===== config.mk =====
export PLATFORM = sky130hd
export DESIGN_NAME = outbuf_port
export DESIGN_NICKNAME = d
export VERILOG_FILES = /design/src/rtl/router_pkg.sv /design/src/rtl/vc_slot.sv /design/src/rtl/outbuf_port.sv
export SDC_FILE = /design/constraint.sdc
export NUM_CORES = 1
export LEC_CHECK = 0
export BUFFER_PORTS_ARGS = -buffer_cell sky130_fd_sc_hd__buf_2
export CAP_MARGIN = 20
export CORE_MARGIN = 8
export CORE_UTILIZATION = 42
export CTS_CLUSTER_SIZE = 20
export DETAILED_ROUTE_END_ITERATION = 7
export GPL_ROUTABILITY_DRIVEN = 0
export MAX_ROUTING_LAYER = met4
export PLACE_DENSITY = 0.7
export SLEW_MARGIN = 20
export SYNTH_ARGS = -nofsm -noshare
export SYNTH_HDL_FRONTEND = slang
export SYNTH_SLANG_ARGS = --single-unit

===== constraint.sdc =====
create_clock -name clk -period 2 [get_ports clk]
set_input_delay 0.6 -clock clk [delete_from_list [all_inputs] [get_ports clk]]
set_output_delay 0.6 -clock clk [all_outputs]
set_load 0.005 [all_outputs]

===== src/rtl/router_pkg.sv =====
// Router-wide constants shared by the crossbar and port stages.
// VC and port indices match the crossbar grant ordering.
package router_pkg;

    localparam int DATA_W = 64;

    localparam logic VC_EVEN = 1'b0;
    localparam logic VC_ODD  = 1'b1;

    localparam int PORT_N  = 4;
    localparam int PORT_S  = 3;
    localparam int PORT_E  = 2;
    localparam int PORT_W  = 1;
    localparam int PORT_PE = 0;

endpackage


===== src/rtl/vc_slot.sv =====
// Single-entry VC buffer: captures a word when empty; full is visible one edge after the enqueue.
// An enqueue into a full slot is dropped and flagged on ovf. deq empties the slot at the edge.
module vc_slot
    import router_pkg::*;
#(
    parameter int W = DATA_W
) (
    input  logic         clk,
    input  logic         reset,
    input  logic         enq,
    input  logic [W-1:0] d_in,
    input  logic         deq,
    output logic         valid,
    output logic [W-1:0] q,
    output logic         ovf
);

    logic         valid_q, valid_d;
    logic [W-1:0] data_q, data_d;

    always_comb begin
        valid_d = valid_q;
        data_d  = data_q;
        if (deq) begin
            valid_d = 1'b0;
        end
        // A same-edge enqueue and dequeue cannot both land: the enqueue sees a full slot.
        if (enq && !valid_q) begin
            valid_d = 1'b1;
            data_d  = d_in;
        end
    end

    always_ff @(posedge clk or negedge reset) begin
        if (!reset) begin
            valid_q <= 1'b0;
            data_q  <= '0;
        end else begin
            valid_q <= valid_d;
            data_q  <= data_d;
        end
    end

    assign valid = valid_q;
    assign q     = data_q;
    assign ovf   = enq & valid_q;

endmodule


===== src/rtl/outbuf_port.sv =====
// Router output port: one slot per VC, the external VC (= polarity) sends on valid & ro.
// Send is registered (so/dout one edge after fire); ro=0 holds the packet in its slot.
module outbuf_port
    import router_pkg::*;
#(
    parameter int DATA_W = router_pkg::DATA_W,
    parameter int CNT_W  = 16
) (
    input  logic              clk,
    input  logic              reset,
    input  logic              polarity,
    input  logic              enq_vc0,
    input  logic [DATA_W-1:0] d_in_vc0,
    input  logic              enq_vc1,
    input  logic [DATA_W-1:0] d_in_vc1,
    output logic              full_vc0,
    output logic              full_vc1,
    input  logic              ro,
    output logic              so,
    output logic [DATA_W-1:0] dout,
    output logic [CNT_W-1:0]  tx_count,
    output logic              err_ovf
);

    logic              valid0, valid1, ovf0, ovf1;
    logic [DATA_W-1:0] q0, q1;
    logic              valid_ext, fire, deq0, deq1;
    logic [DATA_W-1:0] data_ext;

    logic              so_q, so_d;
    logic [DATA_W-1:0] dout_q, dout_d;
    logic [CNT_W-1:0]  cnt_q, cnt_d;
    logic              err_q, err_d;

    vc_slot #(.W(DATA_W)) u_slot_vc0 (
        .clk   (clk),
        .reset (reset),
        .enq   (enq_vc0),
        .d_in  (d_in_vc0),
        .deq   (deq0),
        .valid (valid0),
        .q     (q0),
        .ovf   (ovf0)
    );

    vc_slot #(.W(DATA_W)) u_slot_vc1 (
        .clk   (clk),
        .reset (reset),
        .enq   (enq_vc1),
        .d_in  (d_in_vc1),
        .deq   (deq1),
        .valid (valid1),
        .q     (q1),
        .ovf   (ovf1)
    );

    // Only the external VC may drain; the internal VC just holds.
    assign valid_ext = (polarity == VC_ODD) ? valid1 : valid0;
    assign data_ext  = (polarity == VC_ODD) ? q1 : q0;
    assign fire      = valid_ext & ro;
    assign deq0      = fire & (polarity == VC_EVEN);
    assign deq1      = fire & (polarity == VC_ODD);

    always_comb begin
        so_d   = fire;
        dout_d = dout_q;
        cnt_d  = cnt_q;
        err_d  = err_q | ovf0 | ovf1;
        if (fire) begin
            dout_d = data_ext;
            cnt_d  = cnt_q + CNT_W'(1);
        end
    end

    always_ff @(posedge clk or negedge reset) begin
        if (!reset) begin
            so_q   <= 1'b0;
            dout_q <= '0;
            cnt_q  <= '0;
            err_q  <= 1'b0;
        end else begin
            so_q   <= so_d;
            dout_q <= dout_d;
            cnt_q  <= cnt_d;
            err_q  <= err_d;
        end
    end

    assign full_vc0 = valid0;
    assign full_vc1 = valid1;
    assign so       = so_q;
    assign dout     = dout_q;
    assign tx_count = cnt_q;
    assign err_ovf  = err_q;

endmodule


# == After elaboration in Yosys (flattened, before gate mapping) ==
# Index checks and enable logic that the tools add are counted.
# Widths: inputs -> output; s select.
# word_totals
reg_bits,212
in_bits,134
output_inout_bits,84
elab_cells,29
# op_classes
n_addsub,1
mux,6
bitwise,8
n_reduce_logical,6
# ops
operator,count
$mux 64,1
$add 16x1->16 const B,1
$and 1x1->1,5
$mux 1,5
$reduce_bool 2->1,2
$logic_and 1x1->1,2
$logic_not 1->1,2
$or 1x1->1,2
$not 1->1,1

# == Depth between registers and ports, before layout ==
# Gate-level depths: netlist of run 1.
# depth
word_depth,5
depth_mapped,7
depth_no_buf,5

# == Cells and area by module ==
# From an unflattened synthesis of run 1, not the netlist that was laid out.
# unflattened
hier_cells,574
area_unflattened_um2,9210.1
# modules_own_cells
mod,instances,cells_each,area_per_inst_um2,seq_area_each_um2
vc_slot,2,140,2737.6,1626.6
outbuf_port,1,294,3734.8,2052.0

# == Least setup slack after synthesis of run 1 ==
# OpenSTA, ideal clock, no wires.
# synth_timing
path_type,input port to flip-flop
start,input port polarity
end,register dout_q[33] (netlist: dout[33])
setup_time_ns,0.126
t_arrival_ns,1.684
required_ns,1.874
slack_ns,0.190
stages,7
n_path_buf,2
path_cell_list,mux2i_1 nand2b_2 inv_2 buf_6 buf_6 and3_1 a221o_1
# synth_between
elab_chain_len,2
word_cells_on_any_way,3
classes_between,mux (2); bitwise (1)
# synth_rtl
element,line_no,text
start: declaration,outbuf_port.sv:11,"input logic polarity,"
$mux 1,outbuf_port.sv:58,assign valid_ext = (polarity == VC_ODD) ? valid1 : valid0;
$and 1x1->1,outbuf_port.sv:60,assign fire = valid_ext & ro;
named net fire,outbuf_port.sv:27,"logic valid_ext, fire, deq0, deq1;"
end signal: assignment,outbuf_port.sv:83,dout_q <= dout_d;
end: declaration,outbuf_port.sv:31,"logic [DATA_W-1:0] dout_q, dout_d;"
# The timed path passes the listed nets, and every way through them passes these cells.
# A chain may end at the register's enable or synchronous reset.

# == Final worst setup path of run 1 ==
# layout_timing
start,register u_slot_vc1.valid_q (netlist: u_slot_vc1.valid)
end,output port full_vc1
# layout_lines
element,line_no,text
start: declaration,vc_slot.sv:18,"logic valid_q, valid_d;"
start signal: assignment,vc_slot.sv:39,valid_q <= valid_d;
end: declaration,outbuf_port.sv:17,"output logic full_vc1,"
# No word-level cell between the ends.

==> results of run 1 <==
-- worst max path at each step --
stage                                      start              endpoint  slack, ns  cells past startpoint
CTS                 u_slot_vc1.valid$_DFFE_PN0P_              full_vc1       0.23                      1
detailed placement                      polarity  dout[22]$_DFFE_PN0P_       0.03                      7
global placement                        polarity  dout[15]$_DFFE_PN0P_       0.10                      7
floorplan                               polarity  dout[33]$_DFFE_PN0P_       0.19                      7
finish              u_slot_vc1.valid$_DFFE_PN0P_              full_vc1       0.25                      1
global route        u_slot_vc1.valid$_DFFE_PN0P_              full_vc1       0.18                      1
-- layout by cell type (no fill, tap or decap), drive strengths merged, types with 2 or more instances in the layout --
| cell | n |
|---|---|
| and4 | 3 |
| clkbuf | 33 |
| nand3 | 6 |
| xnor2 | 12 |
| nor2b | 2 |
| xor2 | 3 |
| mux2 | 128 |
| and3 | 68 |
| bufinv | 5 |
| dfrtp | 212 |
| inv | 3 |
| nand4 | 3 |
| nand2 | 7 |
| nor2 | 3 |
| diode | 2 |
| a221o | 65 |
| clkinv | 6 |
| buf | 239 |
-- per-layer routing --
layer / share of wire, % / routed length (um)
met5: 0 / 0
met3: 6.5 / 1390
met1: 44 / 9420
met4: 1.6 / 337
met2: 48 / 10200
-- cell type report --
class	count	area, um2	area share [%]
multi-input cells	306	2840	26.4
inverters	3	11.3	0.105
clock inverters	12	199	1.85
repair buffers	240	1390	12.9
clock buffers	32	671	6.23
diodes	2	5.00	0.0465
flip-flops and latches	212	5310	49.3
well taps	265	332	3.08
-- cell usage after synthesis (all sizes together), types with 2 or more instances --
cell / n
clkbuf: 21
nand4: 3
nand2: 7
a221o: 65
nand3: 6
mux2: 128
nor2b: 2
xor2: 3
buf: 22
nor2: 3
dfrtp: 212
xnor2: 12
and4: 3
inv: 3
and3: 68
-- power groups by stage --
stage / sequential (W) / combinational (W) / clock (W)
6_report: 0.00699 / 0.00369 / 0.00471
5_1_grt: 0.00721 / 0.00403 / 0.00498
4_1_cts: 0.00699 / 0.00377 / 0.00481
3_5_place_dp: 0.00703 / 0.00377 / 0
3_3_place_gp: 0.00700 / 0.00362 / 0
2_1_floorplan: 0.00683 / 0.00221 / 0
-- through the flow --
step / hold WS, ns / total power [W] / instance area [um2] / std cells / setup WS [ns]
after floorplan: 0.304 / 0.00903 / 8350 / 564 / 0.190
after global placement: 0.457 / 0.0106 / 9880 / 1026 / 0.102
after detailed placement: 0.466 / 0.0108 / 9880 / 1026 / 0.0267
after CTS: 0.0586 / 0.0156 / 10800 / 1070 / 0.228
after global routing: 0.0584 / 0.0162 / 10800 / 1071 / 0.179
final: 0.0598 / 0.0154 / 10800 / 1072 / 0.248
-- sequential cells by signal, indices dropped and copies added (netlist names) --
name / cells
tx_count: 16
u_slot_vc1.valid: 1
u_slot_vc0.q: 64
u_slot_vc0.valid: 1
dout: 64
so: 1
err_ovf: 1
u_slot_vc1.q: 64
-- kinds of logic after synthesis --
| kind of cell | count (synthesis) |
|---|---|
| DFF | 212 |
| muxes | 129 |
| and+or+nand+nor | 94 |
| AOI/OAI and AO/OA | 67 |
| buffers and inverters | 46 |
| xor gates and xnor gates | 15 |
| adders and majority gates | 1 |
==> flow_metrics.py, run 1 <==
metrics = {
    "cells_and_area": {
        "nets": 922,
        "nFillCells": 1595,
        "final_layout_size_suffix_gt1_share_pct": 51.3,
        "fin_util_pct": 55.3,
        "syn2layout_area_growth_pct": 28.8,
    },
    "worst_setup_path": {
        "end_kind": "primary output",
        "required_ns": 1.40,
        "arrival_ns": 1.15,
        "critical-path-max-stage-delay_ns": 0.48,
        "cp_max_fo": 6,
        "critical_path_buf_inv_count": 1,
        "cp_slowest_cell": "dfrtp_1",
        "timing.rr.start": "u_slot_vc1.valid$_DFFE_PN0P_",
        "critPathTopFamily": "flip-flops",
        "r2r_cells": 6,
        "critical_path_class": "flop to primary output",
        "reg2reg_to": "dout[2]$_DFFE_PN0P_",
        "startpoint_type": "flop",
        "r2r_setup_slack_ns": 0.27,
        "worstPathCellList": "buf_2",
    },
    "power_and_ir_drop": {
        "p_sw_w": 0.00420,
        "power.internal_w": 0.0112,
        "ir_drop_mv": 0.661,
        "p_seq_share_pct": 45.5,
        "power.density_nw_per_um2": 1430,
        "swShare_pct": 27.3,
        "p_leak_nw": 5.26,
        "pwr-share-comb_pct": 24.0,
        "p_clk_share_pct": 30.6,
    },
    "routing": {
        "vias": 5677,
        "first_iter_violations": 308,
        "first_pass_iters": 4,
        "vias_per_cell": 5.30,
        "avgRoutedWirePerCell_um": 19.9,
        "detail-route-antenna-nets": 0,
        "wl_um": 21300,
        "drc": 0,
    },
    "timing": {
        "hold_violations": 0,
        "fin_tns_setup_ns": 0,
        "tightest_slew_ns": 0.508,
        "clock_skew_ns": 0.0148,
        "drv_slew": 0,
        "slew_headroom_pct": 66.1,
        "finalCritPeriodShare_pct": 87.6,
        "setup_violations": 0,
        "rsz0062_at_grt": "no",
        "fmax_ghz": 0.571,
        "fin_crit_ns": 1.75,
    },
    "synthesis": {
        "ys_types": 24,
        "synth-seq-cells": 212,
        "netlist_area_um2": 8350,
        "syn-num-nets": 699,
        "syn_area_per_cell_um2": 14.8,
        "synth_xor_area_share_pct": 1.57,
        "yosysWarnings": 0,
        "synth_top_cell_area_share_pct": 63.5,
        "synth_top_family_by_area": "multiplexers",
        "synth_compound_area_share_pct": 7.96,
        "synth-edff-count": 0,
        "synth_flop_cell": "dfrtp_1",
        "yosys.area.top_type": "dfrtp_1",
        "synthAdderAreaFrac_pct": 0.150,
        "synth_area_leaders": "dfrtp_1 (64%), mux2_2 (17%), a221o_1 (7.8%)",
        "synthCells": 564,
        "synth-seq-area-share_pct": 63.5,
        "synthSimpleGateAreaFrac_pct": 6.77,
        "synth.area.mux_share_pct": 17.4,
        "async_reset_ff_share_pct": 100,
    },
    "global_route": {
        "grt-busiest-layer": "met2",
        "antenna_found_initial": 1,
        "grt_overflow": 0,
        "gr-usage-met2_pct": 28.1,
        "grt_pass1_vias": 6318,
        "grtUsageTotal_pct": 17.6,
        "grt_pass1_wl_um": 33800,
        "met1_usage_pct": 22.9,
        "use_met3_pct": 3.51,
        "grt_max_degree": 67,
    },
    "floorplanning": {
        "start_util_pct": 42.9,
        "design.core.area_um2": 19500,
        "die_area_um2": 24700,
        "ios": 218,
        "die_h_um": 157,
        "die_x_um": 157,
        "rows": 51,
    },
    "clocking": {
        "cts_tree": "done",
        "post_cts_resize_count": 0,
        "root_buffer": "clkbuf_16",
        "insertion_delay_ns": 0.51,
        "cts_sinks": 212,
        "clock_path_buffers": 3,
        "cts_hold_buf": 0,
        "clk_pin_slew_ns": 0.06,
        "cts_max_level": 1,
        "cts_buffers": 24,
        "post_cts_buffers": 0,
    },
    "placement": {
        "port_buffers": 217,
        "hpwl_um": 14100,
    },
    "run_status": {
        "status": "complete, no violations",
    },
    "job": {
        "maxCapViolCount": 0,
    },
    "hold_path": {
        "hold_class": "input port to asynchronous set/reset pin",
    },
}
Power figures use the tool's default switching activity.
==> inputs of run 2 (changes only) <==
--- a/config.mk
+++ b/config.mk
@@ -5,15 +5,17 @@
 export SDC_FILE = /design/constraint.sdc
 export NUM_CORES = 1
 export LEC_CHECK = 0
+export ABC_AREA = 1
 export BUFFER_PORTS_ARGS = -buffer_cell sky130_fd_sc_hd__buf_2
 export CAP_MARGIN = 20
+export CORE_ASPECT_RATIO = 0.75
 export CORE_MARGIN = 8
 export CORE_UTILIZATION = 42
 export CTS_CLUSTER_SIZE = 20
 export DETAILED_ROUTE_END_ITERATION = 7
 export GPL_ROUTABILITY_DRIVEN = 0
 export MAX_ROUTING_LAYER = met4
-export PLACE_DENSITY = 0.7
+export PLACE_DENSITY = 0.69
 export SLEW_MARGIN = 20
 export SYNTH_ARGS = -nofsm -noshare
 export SYNTH_HDL_FRONTEND = slang
==> run 2 against run 1 <==
Compared with the run above: cell count grew 20%; utilization decreased by 2.0 points; area after synthesis increased by 7.4%; maximum frequency increased by 1.3%; clock-buffer cell count rose by 1; clock skew fell by 0.0096 ns; worst hold slack worse by 0.033 ns; sequential share of layout area fell by 2.1 points.
==> flow_metrics.py, run 2 <==
metrics = {
    "global_route": {
        "grtUsageTotal_pct": 17.0,
        "antenna_found_initial": 7,
        "grt_overflow": 0,
        "grt_max_degree": 63,
        "grt_pass1_vias": 6573,
        "grt_pass1_wl_um": 34900,
    },
    "clocking": {
        "clk_pin_slew_ns": 0.06,
        "cts_sinks": 212,
        "insertion_delay_ns": 0.50,
        "root_buffer": "clkbuf_16",
        "clock_path_buffers": 3,
        "cts_buffers": 22,
        "post_cts_buffers": 0,
        "cts_max_level": 1,
        "post_cts_resize_count": 0,
        "cts_tree": "done",
        "cts_hold_buf": 0,
    },
    "power_and_ir_drop": {
        "p_clk_share_pct": 25.7,
        "power.density_nw_per_um2": 1470,
        "pwr-share-comb_pct": 28.5,
        "swShare_pct": 30.4,
        "p_sw_w": 0.00501,
        "p_seq_share_pct": 45.8,
        "p_leak_nw": 5.60,
        "power.internal_w": 0.0115,
        "ir_drop_mv": 0.700,
    },
    "timing": {
        "tightest_slew_ns": 0.518,
        "fmax_ghz": 0.578,
        "fin_crit_ns": 1.73,
        "slew_headroom_pct": 65.5,
        "hold_violations": 0,
        "drv_slew": 0,
        "fin_tns_setup_ns": 0,
        "setup_violations": 0,
        "clock_skew_ns": 0.00517,
        "rsz0062_at_grt": "no",
        "finalCritPeriodShare_pct": 86.5,
    },
    "cells_and_area": {
        "final_layout_size_suffix_gt1_share_pct": 51.8,
        "nets": 1107,
        "nFillCells": 1853,
        "mostFrequentLayoutCells": "buf_2 (216), dfrtp_1 (212), nand2_1 (186), mux2_2 (128), nand2_2 (51)",
        "syn2layout_area_growth_pct": 25.2,
        "final_common_cell": "buf_2",
        "fin_util_pct": 53.3,
    },
    "worst_setup_path": {
        "required_ns": 1.40,
        "startpoint_type": "flop",
        "cp_max_fo": 6,
        "critPathTopFamily": "flip-flops",
        "arrival_ns": 1.13,
        "critical-path-max-stage-delay_ns": 0.47,
        "timing.rr.start": "u_slot_vc0.valid$_DFFE_PN0P_",
        "end_kind": "primary output",
        "cp_slowest_cell": "dfrtp_1",
        "critPathLaunch": "tx_count[12]$_DFFE_PN0P_",
        "worstPathCellList": "buf_2",
        "critical_path_buf_inv_count": 1,
        "critical_path_class": "flop to primary output",
    },
    "synthesis": {
        "ys_types": 23,
        "syn_area_per_cell_um2": 12.1,
        "netlist_area_um2": 8970,
        "synth_area_leaders": "dfrtp_1 (59%), mux2_2 (16%), nand2_1 (7.9%)",
        "synthCells": 744,
        "synth_common_cells": "dfrtp_1 (212), nand2_1 (188), mux2_2 (128), nand2_2 (51), nand3_2 (50)",
        "synth-seq-area-share_pct": 59.2,
        "synth-edff-count": 0,
        "synth-seq-cells": 212,
        "synth_flop_cell": "dfrtp_1",
        "async_reset_ff_share_pct": 100,
        "syn-num-nets": 879,
        "synth_top_cell_area_share_pct": 59.2,
        "yosysWarnings": 0,
        "synth_most_common_cell": "dfrtp_1",
        "yosys.area.top_type": "dfrtp_1",
    },
    "placement": {
        "hpwl_um": 15200,
        "port_buffers": 217,
    },
    "routing": {
        "drc": 0,
        "first_pass_iters": 4,
        "detail-route-antenna-nets": 0,
        "first_iter_violations": 379,
        "vias_per_cell": 4.79,
        "vias": 6145,
        "wl_um": 21700,
        "avgRoutedWirePerCell_um": 16.9,
    },
    "floorplanning": {
        "die_area_um2": 26300,
        "rows": 46,
        "design.core.area_um2": 21100,
        "start_util_pct": 42.6,
        "die_x_um": 185,
        "ios": 218,
        "die_h_um": 143,
    },
    "run_status": {
        "status": "complete, no violations",
    },
    "hold_path": {
        "hold_class": "input port to asynchronous set/reset pin",
    },
    "job": {
        "maxCapViolCount": 0,
    },
}
## run 2: cell types whose count changed in the layout (fill, tap and decap cells not counted), sizes merged, moves of 3 or more
cell / before / now
nand3b: 0 / 4
diode: 2 / 7
and4: 3 / 0
and3: 68 / 0
a221o: 65 / 1
nand2: 7 / 239
nor2: 3 / 20
o21ai: 0 / 5
bufinv: 5 / 2
xnor2: 12 / 1
nand3: 6 / 71
inv: 3 / 16
## run 2: worst paths after layout
path	end	slack [ns]	cells past startpoint
max	tx_count[12]	0.27	1
min	tx_count[10]$_DFFE_PN0P_	0.03	1
max reg2reg	dout[31]$_DFFE_PN0P_	0.43	6
min reg2reg	dout[41]$_DFFE_PN0P_	0.47	2
max in group asynchronous	u_slot_vc1.q[28]$_DFFE_PN0P_	1.31	2
min in group clk	u_slot_vc0.q[32]$_DFFE_PN0P_	0.33	2
## run 2: power groups by stage
stage          sequential [W]  clock (W)  combinational [W]
4_1_cts               0.00756    0.00435            0.00484
5_1_grt               0.00781    0.00451            0.00522
2_1_floorplan         0.00739          0            0.00311
3_5_place_dp          0.00762          0            0.00482
3_3_place_gp          0.00758          0            0.00465
6_report              0.00755    0.00423            0.00470
## run 2: routing by layer
metal | global-route usage, % | wire (um)
met1 | 21.6 | 9820
met2 | 27.2 | 9880
met3 | 4.46 | 1550
met4 | 3.49 | 439
met5 | - | 0
## run 2: through the flow
step / std cells / hold WS [ns] / area (um2) / worst slack [ns] / total power (W)
finish: 1283 / 0.0265 / 11200 / 0.271 / 0.0165
global route: 1283 / 0.0501 / 11200 / 0.209 / 0.0175
CTS: 1276 / 0.0455 / 11200 / 0.262 / 0.0168
detailed placement: 1236 / 0.460 / 10400 / 0.151 / 0.0124
global placement: 1236 / 0.457 / 10400 / 0.203 / 0.0122
floorplan: 744 / 0.304 / 8970 / 0.483 / 0.0105
## run 2: cell type report
cell class | instances | area [um2] | area share, %
Clock buffer | 33 | 673 | 6.00
Timing Repair Buffer | 239 | 1370 | 12.2
Inverter | 17 | 65.1 | 0.580
Sequential cell | 212 | 5310 | 47.3
Antenna cell | 7 | 17.5 | 0.156
Tap cell | 288 | 360 | 3.21
Multi-Input combinational cell | 480 | 3340 | 29.8
Clock inverter | 7 | 91.3 | 0.814
## run 2: cell families after synthesis
kind of cell | synth area share [%]
AO/OA/AOI/OAI | 0.391
XOR/XNOR | 0.586
adder cells (fa/ha/maj) | 0.140
buffers and inverters | 3.84
flip-flops | 59.2
multiplexers | 16.1
AND/OR/NAND/NOR | 19.8
==> inputs of run 3 (changes only) <==
--- a/config.mk
+++ b/config.mk
@@ -6,7 +6,7 @@
 export NUM_CORES = 1
 export LEC_CHECK = 0
 export ABC_AREA = 1
-export BUFFER_PORTS_ARGS = -buffer_cell sky130_fd_sc_hd__buf_2
+export BUFFER_PORTS_ARGS = -buffer_cell sky130_fd_sc_hd__clkbuf_2
 export CAP_MARGIN = 20
 export CORE_ASPECT_RATIO = 0.75
 export CORE_MARGIN = 8
==> run 3 against run 2 <==
Compared with the run above: via count rose by 0.18%; critical endpoint is now tx_count[2]; non-clock buffer count unchanged; critical path depth did not move; worst setup slack worse by 0.019 ns; die area stayed put; sequential power is 0.5% higher; sequential share of layout area fell by 0.17 points; largest cell class unchanged.
==> flow_metrics.py, run 3 (synthesis gave the netlist of run 2 again) <==
metrics = {
    "run_status": {
        "status": "complete, no violations",
    },
    "global_route": {
        "antenna_found_initial": 1,
        "gr-usage-met2_pct": 25.6,
        "grt_pass1_vias": 6523,
        "grt-busiest-layer": "met2",
        "met1_usage_pct": 23.1,
        "use_met3_pct": 4.44,
        "grt_max_degree": 62,
        "grt_pass1_wl_um": 34800,
        "grt_overflow": 0,
        "grtUsageTotal_pct": 16.9,
    },
    "routing": {
        "first_pass_iters": 4,
        "vias": 6156,
        "vias_per_cell": 4.82,
        "first_iter_violations": 318,
        "detail-route-antenna-nets": 0,
        "drc": 0,
        "avgRoutedWirePerCell_um": 16.9,
        "wl_um": 21600,
    },
    "cells_and_area": {
        "multi_input_area_um2": 3340,
        "seq_area_um2": 5310,
        "syn2layout_area_growth_pct": 25.7,
        "nFillCells": 1855,
        "final_common_cell": "clkbuf_2",
        "final_layout_size_suffix_gt1_share_pct": 51.8,
        "mostFrequentLayoutCells": "clkbuf_2 (216), dfrtp_1 (212), nand2_1 (186), mux2_2 (128), nand2_2 (51)",
        "nets": 1107,
    },
    "floorplanning": {
        "rows": 46,
        "die_x_um": 185,
        "die_area_um2": 26300,
        "die_h_um": 143,
        "start_util_pct": 42.6,
        "ios": 218,
        "design.core.area_um2": 21100,
    },
    "clocking": {
        "post_cts_resize_count": 0,
        "cts_max_level": 1,
        "clk_pin_slew_ns": 0.06,
        "cts_sinks": 212,
        "cts_tree": "done",
        "post_cts_buffers": 0,
        "cts_buffers": 22,
        "insertion_delay_ns": 0.49,
        "cts_hold_buf": 1,
        "root_buffer": "clkbuf_16",
        "clock_path_buffers": 3,
    },
    "hold_path": {
        "hold_class": "input port to flop",
    },
    "job": {
        "maxCapViolCount": 0,
    },
    "worst_setup_path": {
        "end_kind": "primary output",
        "critical_path_class": "flop to primary output",
        "critical_path_buf_inv_count": 1,
        "cp_max_fo": 6,
        "critPathTopFamily": "flip-flops",
        "required_ns": 1.40,
        "worstPathCellList": "clkbuf_2",
        "arrival_ns": 1.15,
        "critical-path-max-stage-delay_ns": 0.47,
        "startpoint_type": "flop",
        "cp_slowest_cell": "dfrtp_1",
    },
    "timing": {
        "hold_violations": 0,
        "slew_headroom_pct": 75.7,
        "rsz0062_at_grt": "no",
        "setup_violations": 0,
        "whs_ns": 0.332,
        "fmax_ghz": 0.572,
        "tightest_slew_ns": 0.364,
        "fin_crit_ns": 1.75,
        "fin_tns_setup_ns": 0,
        "clock_skew_ns": 0.00938,
        "finalCritPeriodShare_pct": 87.4,
        "setup_slack_ns": 0.252,
        "drv_slew": 0,
    },
    "placement": {
        "hpwl_um": 15100,
        "port_buffers": 217,
        "pre_cts_slack_ns": 0.221,
    },
    "power_and_ir_drop": {
        "p_clk_share_pct": 26.1,
        "p_seq_share_pct": 45.6,
        "p_sw_w": 0.00503,
        "power.internal_w": 0.0116,
        "p_leak_nw": 5.64,
        "power.density_nw_per_um2": 1480,
        "pwr-share-comb_pct": 28.2,
        "ir_drop_mv": 0.621,
        "swShare_pct": 30.3,
    },
}
-- run 3: worst register-to-register path, stage by stage (launching register included) --
cell and delay [ns]:
dfrtp_1 0.42, inv_2 0.10, nand2_1 0.11, nand3_4 0.21
buf_12 0.33, nor2_1 0.11, xor2_1 0.15
-- run 3: path summary, 6_finish.rpt --
kind,depth (start not counted),end,slack [ns],startpoint
min reg2reg,2,dout[25]$_DFFE_PN0P_,0.47,u_slot_vc0.q[25]$_DFFE_PN0P_
max reg2reg,6,tx_count[3]$_DFFE_PN0P_,0.45,u_slot_vc1.valid$_DFFE_PN0P_
min,2,u_slot_vc1.q[28]$_DFFE_PN0P_,0.33,d_in_vc1[28]
min in group asynchronous,2,tx_count[9]$_DFFE_PN0P_,0.59,reset
max in group asynchronous,3,u_slot_vc0.q[4]$_DFFE_PN0P_,0.79,reset
max,1,tx_count[2],0.25,tx_count[2]$_DFFE_PN0P_
-- run 3: final cells by class --
| cell class | instances | share of cell area, % |
|---|---|---|
| clock inverters | 5 | 0.733 |
| clock buffers | 35 | 6.31 |
| multi-input cells | 480 | 29.6 |
| repair buffers | 239 | 12.4 |
| inverters | 17 | 0.577 |
| diodes | 1 | 0.0222 |
| well taps | 288 | 3.20 |
| flip-flops and latches | 212 | 47.1 |
-- run 3: per-layer routing --
layer / vias up / wire (um) / part of all wire (%)
met1: 3034 / 10000 / 47
met5: - / 0 / 0
met4: 0 / 246 / 1.1
met2: 188 / 9580 / 44
li1: 2911 / - / -
met3: 23 / 1700 / 7.9
-- run 3: per-stage QoR --
step / cells / power [W] / cell area, um2 / utilization (%)
6_report: 1277 / 0.0166 / 11300 / 53.5
5_1_grt: 1277 / 0.0177 / 11300 / 53.5
4_1_cts: 1276 / 0.0169 / 11300 / 53.5
3_5_place_dp: 1235 / 0.0124 / 10500 / 49.7
3_3_place_gp: 1235 / 0.0122 / 10500 / 49.7
2_1_floorplan: 744 / 0.0105 / 8970 / -
-- run 3: power groups by stage --
stage	Sequential [W]	Clock (W)	Combinational [W]
finish	0.00759	0.00434	0.00469
global route	0.00784	0.00465	0.00522
CTS	0.00758	0.00446	0.00482
detailed placement	0.00764	0	0.00479
global placement	0.00760	0	0.00464
floorplan	0.00739	0	0.00311
